==> src/rtl/jk_machine_sequencer.sv <==
// rtl/jk_machine_sequencer.sv - drives the 3-bit JK machine through a stored serial test pattern
module jk_machine_sequencer #(
  parameter int W  = 16,
  parameter int LW = 5
) (
  input  logic          CLK,
  input  logic          RESET,
  input  logic          START,
  input  logic [W-1:0]  PATTERN,
  input  logic [LW-1:0] LEN,
  input  logic          F_IN,
  output logic          X_OUT,
  output logic          M_RESET,
  output logic          BUSY,
  output logic          DONE,
  output logic [LW-1:0] HITS,
  output logic [LW-1:0] FIRST
);

  typedef enum logic [2:0] {
    S_IDLE  = 3'd0,
    S_CLEAR = 3'd1,
    S_RUN   = 3'd2,
    S_DRAIN = 3'd3,
    S_DONE  = 3'd4
  } state_t;

  localparam logic [LW-1:0] LEN_MAX  = LW'(W);
  localparam logic [LW-1:0] NO_FIRST = '1;
  localparam logic [LW-1:0] ONE      = LW'(1);

  state_t        state_q, state_d;
  logic [LW-1:0] idx_q, idx_d;
  logic [W-1:0]  pat_q, pat_d;
  logic [LW-1:0] len_q, len_d;
  logic [LW-1:0] hits_q, hits_d;
  logic [LW-1:0] first_q, first_d;
  logic          x_q, x_d;
  logic          mres_q, mres_d;
  logic          busy_q, busy_d;
  logic          done_q, done_d;

  logic [LW-1:0] len_clamped;
  logic          sample;
  logic [LW-1:0] step;

  // Requested length limited to the pattern register width
  always_comb begin
    len_clamped = (LEN > LEN_MAX) ? LEN_MAX : LEN;
  end

  // Next-state, step bookkeeping and F sampling with step attribution
  always_comb begin
    state_d = state_q;
    idx_d   = idx_q;
    pat_d   = pat_q;
    len_d   = len_q;
    hits_d  = hits_q;
    first_d = first_q;
    sample  = 1'b0;
    step    = '0;

    case (state_q)
      S_IDLE: begin
        if (START) begin
          pat_d   = PATTERN;
          len_d   = len_clamped;
          hits_d  = '0;
          first_d = NO_FIRST;
          idx_d   = '0;
          state_d = (len_clamped == '0) ? S_DONE : S_CLEAR;
        end
      end
      S_CLEAR: begin
        idx_d   = '0;
        state_d = S_RUN;
      end
      S_RUN: begin
        pat_d = pat_q >> 1;
        idx_d = idx_q + ONE;
        // F in the first RUN cycle shows the freshly cleared machine
        if (idx_q != '0) begin
          sample = 1'b1;
          step   = idx_q - ONE;
        end
        if (idx_q == len_q - ONE) begin
          state_d = S_DRAIN;
        end
      end
      S_DRAIN: begin
        // The last step's response only appears after the final shift
        sample  = 1'b1;
        step    = len_q - ONE;
        state_d = S_DONE;
      end
      S_DONE: begin
        state_d = S_IDLE;
      end
      default: begin
        state_d = S_IDLE;
      end
    endcase

    if (sample && F_IN) begin
      hits_d = hits_q + ONE;
      if (first_q == NO_FIRST) begin
        first_d = step;
      end
    end
  end

  // Output values for the coming cycle, derived from next state and next pattern only
  always_comb begin
    x_d    = (state_d == S_RUN) ? pat_d[0] : 1'b0;
    mres_d = (state_d == S_CLEAR);
    busy_d = (state_d == S_CLEAR) || (state_d == S_RUN) || (state_d == S_DRAIN);
    done_d = (state_d == S_DONE);
  end

  // Sequencer state and registered outputs; reset aborts any run in progress
  always_ff @(posedge CLK or negedge RESET) begin
    if (!RESET) begin
      state_q <= S_IDLE;
      idx_q   <= '0;
      pat_q   <= '0;
      len_q   <= '0;
      hits_q  <= '0;
      first_q <= NO_FIRST;
      x_q     <= 1'b0;
      mres_q  <= 1'b0;
      busy_q  <= 1'b0;
      done_q  <= 1'b0;
    end else begin
      state_q <= state_d;
      idx_q   <= idx_d;
      pat_q   <= pat_d;
      len_q   <= len_d;
      hits_q  <= hits_d;
      first_q <= first_d;
      x_q     <= x_d;
      mres_q  <= mres_d;
      busy_q  <= busy_d;
      done_q  <= done_d;
    end
  end

  assign X_OUT   = x_q;
  assign M_RESET = mres_q;
  assign BUSY    = busy_q;
  assign DONE    = done_q;
  assign HITS    = hits_q;
  assign FIRST   = first_q;

endmodule

==> config.mk <==
export PLATFORM = sky130hd
export DESIGN_NAME = jk_machine_sequencer
export DESIGN_NICKNAME = d
export VERILOG_FILES = /design/src/rtl/jk_machine_sequencer.sv
export SDC_FILE = /design/constraint.sdc
export NUM_CORES = 1
export LEC_CHECK = 0
export ABC_AREA = 0
export BUFFER_PORTS_ARGS = -buffer_cell sky130_fd_sc_hd__buf_4
export CAP_MARGIN = 15
export CORE_UTILIZATION = 49
export DETAILED_ROUTE_END_ITERATION = 7
export GPL_TIMING_DRIVEN = 1
export PLACE_DENSITY_LB_ADDON = 0.08
export SYNTH_ARGS = -nofsm -noshare
export SYNTH_HDL_FRONTEND = slang
export SYNTH_SLANG_ARGS = --single-unit
==> constraint.sdc <==
create_clock -name CLK -period 2.2 [get_ports CLK]
set_clock_uncertainty 0.2 [all_clocks]
set_input_delay 0.22 -clock CLK [delete_from_list [all_inputs] [get_ports CLK]]
set_output_delay 0.22 -clock CLK [all_outputs]
set_load 0.02 [all_outputs]
# Word-level counts from Yosys, hierarchy flattened
# Cells that the tools add are included.
[op_classes]
add_sub_neg = 4
order_cmp = 1
eq_ne = 10
muxes = 20
n_reduce_logical = 14
[ops]
columns = ["cell", "count"]
rows = [
  ["$mux W5", 9],
  ["$pmux W16 S2", 1],
  ["$mux W16", 1],
  ["$pmux W5 S3", 1],
  ["$eq A3 B2 Y1 const B", 4],
  ["$pmux W3 S4", 1],
  ["$add A5 B1 Y5 const B", 2],
  ["$pmux W5 S2", 1],
  ["$sub A5 B1 Y5 const B", 2],
  ["$mux W3", 3],
  ["$reduce_and A2 Y1", 4],
  ["$eq A3 B1 Y1 const B", 2],
  ["$reduce_bool A2 Y1", 3],
  ["$eq A5 B5 Y1", 1],
  ["$eq A5 B5 Y1 const B", 1],
  ["$gt A5 B5 Y1 const B", 1],
  ["$logic_not A5 Y1", 1],
  ["$reduce_bool A5 Y1", 1],
  ["$eq A3 B3 Y1 const B", 1],
  ["$logic_not A3 Y1", 1],
  ["$reduce_bool A3 Y1", 1],
  ["$logic_or A1 B1 Y1", 2],
  ["$mux W1", 2],
  ["$ne A2 B2 Y1 const B", 1],
  ["2 further kinds", 2],
]
[word_totals]
input_bits = 25
out_inout_bits = 14
regBits = 43
wordCells = 60

# Longest topological paths before layout
# Gate-level depths: netlist of run 1.
[logic_depth]
ltp_word = 9
ltp_mapped = 6
depth_no_buf = 6

# Least setup slack after synthesis of run 1
# Ideal clock, no wire load.
[synth_path]
path_type = "register -> register"
start = "register idx_q[0]"
end = "register hits_q[2], in the netlist HITS[2]"
required_time_ns = 1.876
setup_slack_ns = 0.107
synth_period_minus_slack_ns = 2.093
path_stages_with_launch = 7
setup_time_ns = 0.124
t_arrival_ns = 1.769
n_path_buf = 0
path_cell_list = "dfrtp_1 -> inv_1 -> ha_1 -> or3b_4 -> o311ai_4 -> nor3b_1 -> a211o_1"
[synth_between]
elab_chain_len = 6
elab_cells_between_ends = 8
cone_classes = "mux (3); reduce/logical (5)"
[synth_lines]
columns = ["item", "line", "rtl"]
rows = [
  ["from (decl)", "33", "logic [LW-1:0] idx_q, idx_d;"],
  ["from (signal assigned)", "135", "idx_q <= idx_d;"],
  ["$reduce_bool A5 Y1 *", "82", "if (idx_q != '0) begin"],
  ["$mux W1 *", "82", ""],
  ["$pmux W1 S2 *", "63", "case (state_q)"],
  ["$logic_and A1 B1 Y1 *", "104", "if (sample && F_IN) begin"],
  ["$reduce_bool A2 Y1 (no line)", "n/a", ""],
  ["$reduce_and A2 Y1 (no line)", "n/a", ""],
  ["to (signal assigned)", "138", "hits_q <= hits_d;"],
  ["to (decl)", "36", "logic [LW-1:0] hits_q, hits_d;"],
]
# Mark *: on every way between the ends. The rest lies on a longest branch, timed or not.
# A chain may end at the register's enable or synchronous reset.

# Worst setup path after layout of run 1
# Same ends and word-level chain as after synthesis.

==> metrics.md, run 1 <==
| Metric | Value |
|---|---|
| Hold path endpoint | idx_q[1]$_DFFE_PN0P_ |
| Clk slew on worst S/H paths | roughly 0.080 ns |
| Setup-failing EPs final | 0 |
| Worst min path class | primary input to flip-flop |
| I/O pin cnt | 39 |
| Initial DRC count | slightly above 50 |
| Area occupied by multi-input gates | 967 sq um |
| Vias in the first global route | 1,770 |
| CP endpoint kind | flip-flop |
| EDFF count, synth | 0 |
| Synth Register Bits | between 40 and 50 |
| FF+latch area | between 1000 and 1500 sq um |
| CP Class | flip-flop to flip-flop |
| Nets | around 310 |
| Reg2reg start | idx_q[0]$_DFFE_PN0P_ |
| P&R area growth vs syn | 33.7% |
| Clk buf depth | 2 |
| Die Y | a little under 70 um |
| Largest net degree at the start of global routing | 44 |
| Crit path required time | around 2.2 ns |
| Gate Count Post-Synth | approximately 220 |
| Crit Path Max Fanout | 8 |
| Peak supply drop | around 0.00085 V |
| Worst Hold Depth | 4 |
| Status | complete, no violations |
| Die X | slightly below 70 um |
| Drt wl/cell | roughly 14 um |
| I/O Buffers | 38 |
| First-pass GRT wire length | approximately 7800 um |
| Flop2flop setup slack | 0.10 ns |
| Total power | 3.67 mW |
| R2R cell count | 7 |
| Via density | between 5 and 6 |
| Rows | 23 |
| Register area share after synthesis | ~51% |
| Synth top area cells | dfrtp_1 45%, nand2_1 8.3%, dfstp_2 6.2% |
| FMAX | ~480 MHz |
| Syn Nets | 244 |
| Sink Count | 43 |
| Total wire length | 4730 um |
| GRT Util Overall | about 23% |
| CTS Buf Count | 5 |
| Yosys warns | 0 |
| CP arrival | 2.08 ns |
| Antenna cells | 0 |
| DR vias | ~1,700 |
| First-pass DRT Iterations | 4 |
| Core area | ~4100 sq um |
| Worst-Margin Slew | just over 0.6 ns |
| Post-Synthesis Cell Area | ~2100 sq um |
| Netlist cell types | 43 |
| LEAKAGE | ~1.4 nW |
| Fillers | between 300 and 400 |
| PD cells | 1290 nW/um^2 |
| Main flop type after synthesis | dfrtp_1 |
| Syn avg cell area | 9.92 sq um |
| Initial antenna violation count | 0 |
| RR Endpoint | HITS[2]$_DFFE_PN0P_ |
| TNS Setup | 0 ns |
| Slew Limit Fails | 0 |
| Detail Route Antenna Nets | 0 |
| Fin. Hold Viols | 0 |
| Share of layout cells above drive strength 1 | between 20% and 30% |
| Postcts setup bufs | 0 |
| H-tree levels | 2 |
| Slew margin rel. | between 50% and 60% |
| Dpl hpwl | approximately 3200 um |
| Clk_lat worst skew | 0.29 ns |
| CTS Root Buffer Type | clkbuf_8 |
| GRT overflow | 0 |
| Yosys top cell by area | dfrtp_1 |
| Count of maximum capacitance violations | 0 |
| Part of the cycle the worst path needs | about 95% |
| RSZ-0062 raised after global routing | false |
| Starting Density | between 50% and 60% |
| Hold wc startpoint | START |
| Final min period | 2.10 ns |
| GPL Wtd Cong | between 0.8 and 0.9 |
| Top cell type's share of synthesized area | ~45% |
| DRC | 0 |
| Worst Setup Start Kind | flip-flop |
| Full die area | 4620 sq um |
| Async set or reset register ratio after synthesis | 100% |
| CTS tree | built |
sequential cells by signal, summed over array words and instances, names as in the netlist:
| register | cells |
|---|---|
| pat_q | 16 |
| HITS | 5 |
| FIRST | 5 |
| len_q | 5 |
| state_q | 3 |
| DONE | 1 |
| X_OUT | 1 |
| M_RESET | 1 |
| BUSY | 1 |
| idx_q | 5 |
cells in the mapped netlist (2+ instances only):
| cell | instances |
|---|---|
| a21oi_1 | 7 |
| a22oi_1 | 17 |
| buf_2 | 5 |
| clkbuf_1 | 4 |
| dfrtp_1 | 38 |
| dfstp_2 | 5 |
| ha_1 | 4 |
| inv_1 | 7 |
| nand2_1 | 47 |
| nand3_1 | 9 |
| nand3b_1 | 4 |
| nor2_1 | 8 |
| nor3_1 | 4 |
| nor3b_1 | 3 |
| o21ai_0 | 10 |
| o2bb2ai_1 | 2 |
| xnor2_1 | 4 |
| xor2_1 | 12 |
critical path, stage by stage (launching register included):
cell      delay (ns)
dfrtp_1         0.38
inv_1           0.08
ha_1            0.18
or3b_4          0.41
o311ai_4        0.27
buf_4           0.20
nor3b_1         0.05
a211o_1         0.22
cells in the final DEF, fill, tap and decap left out, types with 2 or more instances in the layout:
cell type / instances
o2bb2ai_1: 2
clkbuf_8: 6
nand3b_1: 4
nand2_1: 47
ha_1: 4
dlygate4sd3_1: 22
buf_4: 50
o21ai_0: 10
nand3_1: 9
a22oi_1: 17
xor2_1: 12
nor3b_1: 3
inv_1: 7
a21oi_1: 7
xnor2_1: 4
nor2_1: 8
dfstp_2: 5
nor3_1: 4
dfrtp_1: 38
metrics by stage:
stage / util [%] / instance area [sq um] / hold slack [ns] / cells / setup slack (ns)
final: 69.8 / 2850 / 0.147 / 333 / 0.101
after global placement: 61.5 / 2510 / 0.0435 / 303 / 0.152
after detailed placement: 61.5 / 2510 / 0.0396 / 303 / 0.112
after CTS: 69.8 / 2850 / 0.143 / 333 / 0.102
after floorplan: - / 2130 / -0.276 / 215 / 0.107
after global routing: 69.8 / 2850 / 0.157 / 333 / 0.0117
cells by family (layout without fill, tap and decap cells):
family          Yosys count  in the layout  share of synthesized area [%]
compound gates           46             46                           15.4
fa+ha+maj                 4              4                           2.35
xor+xnor                 17             17                           7.86
simple gates             86             86                           19.4
buf+inv                  19             87                           4.22
flops                    43             43                           50.7
per-layer routing:
layer  global-route usage, %  vias up  part of all wire (%)
met5                       0        -                     0
met2                    40.6       34                    50
met3                    4.83        4                   3.2
li1                        -      871                     -
met1                    27.9      821                    46
met4                    7.03        0                  0.80
cell type report:
| type | instances | area share, % |
|---|---|---|
| tap | 50 | 2.19 |
| clock buffer | 6 | 2.90 |
| multi-input combinational | 153 | 33.9 |
| sequential | 43 | 38.0 |
| clock inverter | 2 | 1.23 |
| timing repair buffer | 72 | 20.9 |
| inverter | 7 | 0.921 |
repair_timing:
| item | 4_1_cts | 5_1_grt |
|---|---|---|
| hold buffers | 22 | 0 |
| endpoints found under the hold margin | 59 | 0 |
| gates resized for setup | 0 | 0 |
worst max path at each step:
stage	cells after the start	slack, ns	endpoint	from
detailed placement	7	0.11	HITS[2]$_DFFE_PN0P_	idx_q[0]$_DFFE_PN0P_
finish	7	0.10	HITS[2]$_DFFE_PN0P_	idx_q[0]$_DFFE_PN0P_
global route	7	0.01	HITS[3]$_DFFE_PN0P_	idx_q[0]$_DFFE_PN0P_
CTS	7	0.10	HITS[2]$_DFFE_PN0P_	idx_q[0]$_DFFE_PN0P_
floorplan	6	0.11	HITS[2]$_DFFE_PN0P_	idx_q[0]$_DFFE_PN0P_
global placement	7	0.15	HITS[2]$_DFFE_PN0P_	idx_q[0]$_DFFE_PN0P_
where the power goes:
| part | total (mW) | switching (mW) | internal, mW |
|---|---|---|---|
| Combinational | 1.72 | 0.939 | 0.780 |
| Sequential | 1.32 | 0.222 | 1.10 |
| Clock | 0.628 | 0.261 | 0.367 |
No activity file was read; power rests on OpenSTA's default activity.
==> run 2, diff against run 1 <==
- CORE_UTILIZATION: 49 -> 40
==> run 2 against run 1 <==
Effect of this change: global-route usage decreased by 4.7 points; worst hold slack worse by 0.0098 ns; cell count up 6.0%; die area increased by 22%; core utilization down 14 points; via count rose by 0.29%; sequential share of layout area is 0.10 points higher; sequential power about the same; combinational power barely moved; clock power fell by 22%; register-to-register slack improved by 0.02 ns; first-iteration DRC count up 61%; critical endpoint is now HITS[4]$_DFFE_PN0P_; largest cell class unchanged; largest power group unchanged.
==> metrics.md, run 2 (same netlist as run 1, synthesis figures left out) <==
| Metric | Value |
|---|---|
| Nets | 311 (unchanged) |
| Setup-failing EPs final | 0 (unchanged) |
| Final min period | 2.08 ns (-0.0174 ns) |
| Crit Path Max Fanout | 7 (-1) |
| Setup Slack @ Placement | 0.127 ns (+0.0154 ns) |
| Total power | 3.50 mW (-4.5%) |
| Flop2flop setup slack | 0.12 ns (+0.02 ns) |
| CP bufs+invs | 2 (unchanged) |
| GPL Wtd Cong | 0.769 (-6.8%) |
| CTS Root Buffer Type | clkbuf_8 |
| Non-filler cells in the finished layout | 353 (+6.0%) |
| Final setup margin | 0.119 ns (+0.0174 ns) |
| Worst Setup Start Kind | flip-flop |
| Count of maximum capacitance violations | 0 (unchanged) |
| Reg2reg start | idx_q[0]$_DFFE_PN0P_ |
| Final Core Density | 55.7% (-14 points) |
| Largest net degree at the start of global routing | 44 (unchanged) |
| Total wire length | 4640 um (-1.9%) |
| Status | complete, no violations |
| GRT overflow | 0 (unchanged) |
| First-pass DRT Iterations | 4 (unchanged) |
| Hold path endpoint | idx_q[1]$_DFFE_PN0P_ |
| Slew margin rel. | 62.1% (+2.9 points) |
| CTS Buf Count | 5 (unchanged) |
| CTS tree | built |
| CP arrival | 2.10 ns (+0.02 ns) |
| P&R area growth vs syn | 33.3% |
| Worst-Margin Slew | 0.563 ns (-0.0426 ns) |
| Crit path required time | 2.22 ns (+0.04 ns) |
| WHS | 0.137 ns (-0.00981 ns) |
| Area occupied by multi-input gates | 967 sq um (unchanged) |
| Critical path cell sequence | inv_1 > ha_1 > or3b_4 > o311ai_4 > buf_4 > and2_2 > o2bb2ai_1 |
| Drt wl/cell | 13.1 um (-7.5%) |
| Slew Limit Fails | 0 (unchanged) |
| Largest register FFs | 16 (unchanged) |
| FF+latch area | 1080 sq um (unchanged) |
| Die Y | 75.0 um (+10%) |
| Peak supply drop | 0.000540 V (-36%) |
| PD cells | 1230 nW/um^2 (-4.2%) |
| Clk buf depth | 2 (unchanged) |
| Postcts setup bufs | 0 (unchanged) |
| DR vias | 1,735 (+0.29%) |
| Vias in the first global route | 1,607 (-9.2%) |
| DRC | 0 (unchanged) |
| Dpl cell area | 2540 sq um (+1.0%) |
| Critical path's largest stage delay | 0.41 ns (about the same) |
| Full die area | 5630 sq um (+22%) |
| Die X | 75.0 um (+10%) |
| Via density | 4.92 (-5.4%) |
| Worst Hold Depth | 4 (unchanged) |
| CP Class | flip-flop to flip-flop |
| Fin. Hold Viols | 0 (unchanged) |
| Core area | 5110 sq um (+25%) |
| GRT Util Overall | 18.3% (-4.7 points) |
| CP endpoint kind | flip-flop |
| Initial antenna violation count | 0 (unchanged) |
| Antenna cells | 0 (unchanged) |
| Most frequent cells in the layout | 50 x buf_4, 47 x nand2_1, 38 x dfrtp_1, 22 x dlygate4sd3_1, 17 x a22oi_1 |
| I/O pin cnt | 39 (unchanged) |
| Hold wc startpoint | START |
| FMAX | 480 MHz (+0.84%) |
| Cells after DPL | 323 (+6.6%) |
| Rows | 26 (+13%) |
| Part of the cycle the worst path needs | 94.6% (-0.79 points) |
| Initial DRC count | 82 (+61%) |
| Crit-path slowest cell | or3b_4 |
| Starting Density | 41.8% (-10 points) |
| R2R cell count | 7 (unchanged) |
| RSZ-0062 raised after global routing | false |
| H-tree levels | 2 (unchanged) |
| Detail Route Antenna Nets | 0 (unchanged) |
| Clk_lat worst skew | 0.29 ns (about the same) |
| Dpl hpwl | 3210 um (+0.35%) |
| Clk slew on worst S/H paths | 0.08 ns (about the same) |
| Sink Count | 43 (unchanged) |
| LEAKAGE | 1.36 nW (-1.5%) |
| I/O Buffers | 38 (unchanged) |
| RR Endpoint | HITS[4]$_DFFE_PN0P_ |
| TNS Setup | 0 ns (unchanged) |
| Most flops, register | pat_q |
| Worst min path class | primary input to flip-flop |
| Commonest non-fill, non-tap cell in the layout | buf_4 |
| Share of layout cells above drive strength 1 | 25.1% (-0.35 points) |
| Top Family by Delay on Critical Path | simple AND/OR/NAND/NOR gates |
| Fillers | 454 (+46%) |
| First-pass GRT wire length | 7570 um (-3.3%) |
| Final std cell area, no fill | 2840 sq um (-0.26%) |
## run 2: cell types whose count changed in the layout (fill, tap and decap cells not counted), sizes merged
cell and delta:
clkinvlp +1, bufinv -1
## run 2: cell type report
type                    instances  area share [%]
clock inverters                 2           0.440
multi-input cells             153            34.0
flip-flops and latches         43            38.1
repair buffers                 72            20.9
inverters                       7           0.924
clock buffers                   6            2.55
well taps                      70            3.08
## run 2: worst max path at each step
| stage | slack, ns | start | cells past startpoint | to |
|---|---|---|---|---|
| 2_1_floorplan | 0.11 | idx_q[0]$_DFFE_PN0P_ | 6 | HITS[2]$_DFFE_PN0P_ |
| 3_3_place_gp | 0.17 | idx_q[0]$_DFFE_PN0P_ | 7 | HITS[4]$_DFFE_PN0P_ |
| 3_5_place_dp | 0.13 | idx_q[0]$_DFFE_PN0P_ | 7 | HITS[4]$_DFFE_PN0P_ |
| 4_1_cts | 0.11 | idx_q[0]$_DFFE_PN0P_ | 7 | HITS[4]$_DFFE_PN0P_ |
| 5_1_grt | 0.001 | len_q[0]$_DFFE_PN0P_ | 6 | X_OUT$_DFF_PN0_ |
| 6_report | 0.12 | idx_q[0]$_DFFE_PN0P_ | 7 | HITS[4]$_DFFE_PN0P_ |
## run 2: routing by layer
metal / global-route usage, % / routed length (um) / vias to the layer above
met5: 0 / 0 / -
met4: 6.29 / 54 / 0
met3: 3.61 / 144 / 7
met2: 30.4 / 2290 / 33
met1: 24.0 / 2150 / 819
li1: - / - / 876
## run 2: timing repair
action                                  CTS  global route
hold buffers                             22             0
endpoints found under the hold margin    59             0
gates resized for setup                   0             0
endpoints found under the setup margin    0             0
## run 2: worst min-delay path: stages
cell and delay [ns]:
buf_4 0.10, o31ai_1 0.12, nand2_1 0.09, o21ai_0 0.06
## run 2: power breakdown
part | internal (mW) | leakage, nW | total (mW) | switching, mW
clock network | 0.222 | 0.0412 | 0.491 | 0.269
logic | 0.784 | 0.777 | 1.69 | 0.911
registers | 1.10 | 0.546 | 1.32 | 0.220
==> run 3, diff against run 2 <==
- CORE_UTILIZATION: 40 -> 25
==> run 3 against run 2 <==
Effect of this change: design area increased by 2.2%; sequential share of layout area decreased by 0.82 points; worst setup slack got worse by 0.0016 ns; cell count increased by 11%; largest cell class unchanged; largest power group unchanged.
==> metrics.md, run 3 (same netlist as run 1, synthesis figures left out) <==
| Metric | Value |
|---|---|
| I/O pin cnt | 39 (unchanged) |
| Postcts setup bufs | 0 (unchanged) |
| CTS tree | built |
| Worst min path class | primary input to flip-flop |
| Antenna cells | 0 (unchanged) |
| Status | complete, no violations |
| Rows | 33 (+27%) |
| Peak supply drop | 0.000365 V (-32%) |
| Initial DRC count | 97 (+18%) |
| Fin. Hold Viols | 0 (unchanged) |
| CTS Root Buffer Type | clkbuf_8 |
| Most frequent cells in the layout | 53 x buf_4, 47 x nand2_1, 38 x dfrtp_1, 22 x dlygate4sd3_1, 17 x a22oi_1 |
| Die Y | 94.4 um (+26%) |
| Slew Limit Fails | 0 (unchanged) |
| Most flops, register | pat_q |
| I/O Buffers | 38 (unchanged) |
| Setup-failing EPs final | 0 (unchanged) |
| TNS Setup | 0 ns (unchanged) |
| FMAX | 480 MHz (about the same) |
| Non-filler cells in the finished layout | 391 (+11%) |
| First-pass DRT Iterations | 4 (unchanged) |
| Initial antenna violation count | 0 (unchanged) |
| Total wire length | 5170 um (+11%) |
| Part of the cycle the worst path needs | 94.7% (about the same) |
| CP arrival | 2.11 ns (about the same) |
| Final min period | 2.08 ns (+0.00157 ns) |
| GRT overflow | 0 (unchanged) |
| DRC | 0 (unchanged) |
| Starting Density | 26.0% (-16 points) |
| Worst-Margin Slew | 0.567 ns (+0.00391 ns) |
| Fillers | 880 (+94%) |
| P&R area growth vs syn | 36.2% |
| H-tree levels | 2 (unchanged) |
| Count of maximum capacitance violations | 0 (unchanged) |
| Cells after DPL | 361 (+12%) |
| Clk buf depth | 2 (unchanged) |
| LEAKAGE | 1.38 nW (+1.2%) |
| CP endpoint kind | flip-flop |
| FF+latch area | 1080 sq um (unchanged) |
| CTS Buf Count | 5 (unchanged) |
| CP Class | flip-flop to flip-flop |
| Commonest non-fill, non-tap cell in the layout | buf_4 |
| RSZ-0062 raised after global routing | false |
| Worst Setup Start Kind | flip-flop |
| Via density | 4.47 (-9.1%) |
| Vias in the first global route | 1,781 (+11%) |
| Slew margin rel. | 62.2% (about the same) |
| Dpl hpwl | 3660 um (+14%) |
| First-pass GRT wire length | 8670 um (+15%) |
| Clk_lat worst skew | 0.29 ns (about the same) |
| Largest register FFs | 16 (unchanged) |
| Largest net degree at the start of global routing | 44 (unchanged) |
| Crit Path Max Fanout | 7 (unchanged) |
| Area occupied by multi-input gates | 967 sq um (unchanged) |
| PD cells | 1230 nW/um^2 (+0.15%) |
| GPL Wtd Cong | 0.710 (-7.7%) |
| DR vias | 1,746 (+0.63%) |
| Sink Count | 43 (unchanged) |
| GRT Util Overall | 12.8% (-5.5 points) |
| Nets | 314 (+0.96%) |
| Clk slew on worst S/H paths | 0.08 ns (about the same) |
| Die X | 94.4 um (+26%) |
| Crit path required time | 2.22 ns (about the same) |
| Detail Route Antenna Nets | 0 (unchanged) |
| Drt wl/cell | 13.2 um (+0.57%) |
| Share of layout cells above drive strength 1 | 25.5% (+0.44 points) |
| Core area | 8220 sq um (+61%) |
| Full die area | 8910 sq um (+58%) |
[run 3: path summary, 6_finish.rpt]
kind / end / cells past startpoint / slack [ns] / start
min in group asynchronous: pat_q[1]$_DFFE_PN0P_ / 2 / 0.26 / RESET
worst max-delay path: HITS[4]$_DFFE_PN0P_ / 7 / 0.12 / idx_q[0]$_DFFE_PN0P_
worst min-delay path: X_OUT$_DFF_PN0_ / 4 / 0.10 / START
worst max register to register: HITS[4]$_DFFE_PN0P_ / 7 / 0.12 / idx_q[0]$_DFFE_PN0P_
worst min register to register: pat_q[1]$_DFFE_PN0P_ / 2 / 0.28 / pat_q[2]$_DFFE_PN0P_
max in group asynchronous: state_q[0]$_DFF_PN0_ / 2 / 1.15 / RESET
[run 3: through the flow]
step | setup WS, ns | utilization, % | instance area, sq um | hold slack, ns | total power [mW]
3_3_place_gp | 0.157 | 31.7 | 2610 | 0.0779 | 3.12
3_5_place_dp | 0.134 | 31.7 | 2610 | 0.0684 | 3.11
4_1_cts | 0.117 | 35.4 | 2910 | 0.103 | 3.65
5_1_grt | 0.00577 | 35.4 | 2910 | 0.140 | 3.91
6_report | 0.117 | 35.4 | 2910 | 0.103 | 3.59
2_1_floorplan | 0.107 | - | 2130 | -0.276 | 2.49
[run 3: worst max-delay path, stage by stage (launching register included)]
cell       delay (ns)
dfrtp_1          0.38
inv_1            0.07
ha_1             0.17
or3b_4           0.41
o311ai_4         0.29
buf_4            0.21
and2_2           0.17
o2bb2ai_1        0.11
[run 3: report_power, final]
part / switching [mW] / total [mW] / internal [mW]
clock: 0.273 / 0.497 / 0.223
combinational: 0.962 / 1.78 / 0.819
sequential: 0.210 / 1.31 / 1.10
[run 3: layout make-up]
cell class / count / area share [%]
sequential: 43 / 37.2
timing repair buffer: 75 / 21.3
multi-input combinational: 153 / 33.3
clock buffer: 7 / 2.63
inverter: 7 / 0.904
tap: 105 / 4.52
clock inverter: 1 / 0.172
[run 3: routing by layer]
metal | part of all wire [%] | track usage, % | vias up
li1 | - | - | 884
met1 | 48 | 17.3 | 825
met2 | 47 | 20.4 | 32
met3 | 4.1 | 3.06 | 5
met4 | 0.93 | 3.46 | 0
met5 | 0 | 0 | -
[run 3: what timing repair did]
action / CTS / global route
endpoints found under the hold margin: 59 / 0
gates resized for setup: 0 / 0
hold buffers: 22 / 0
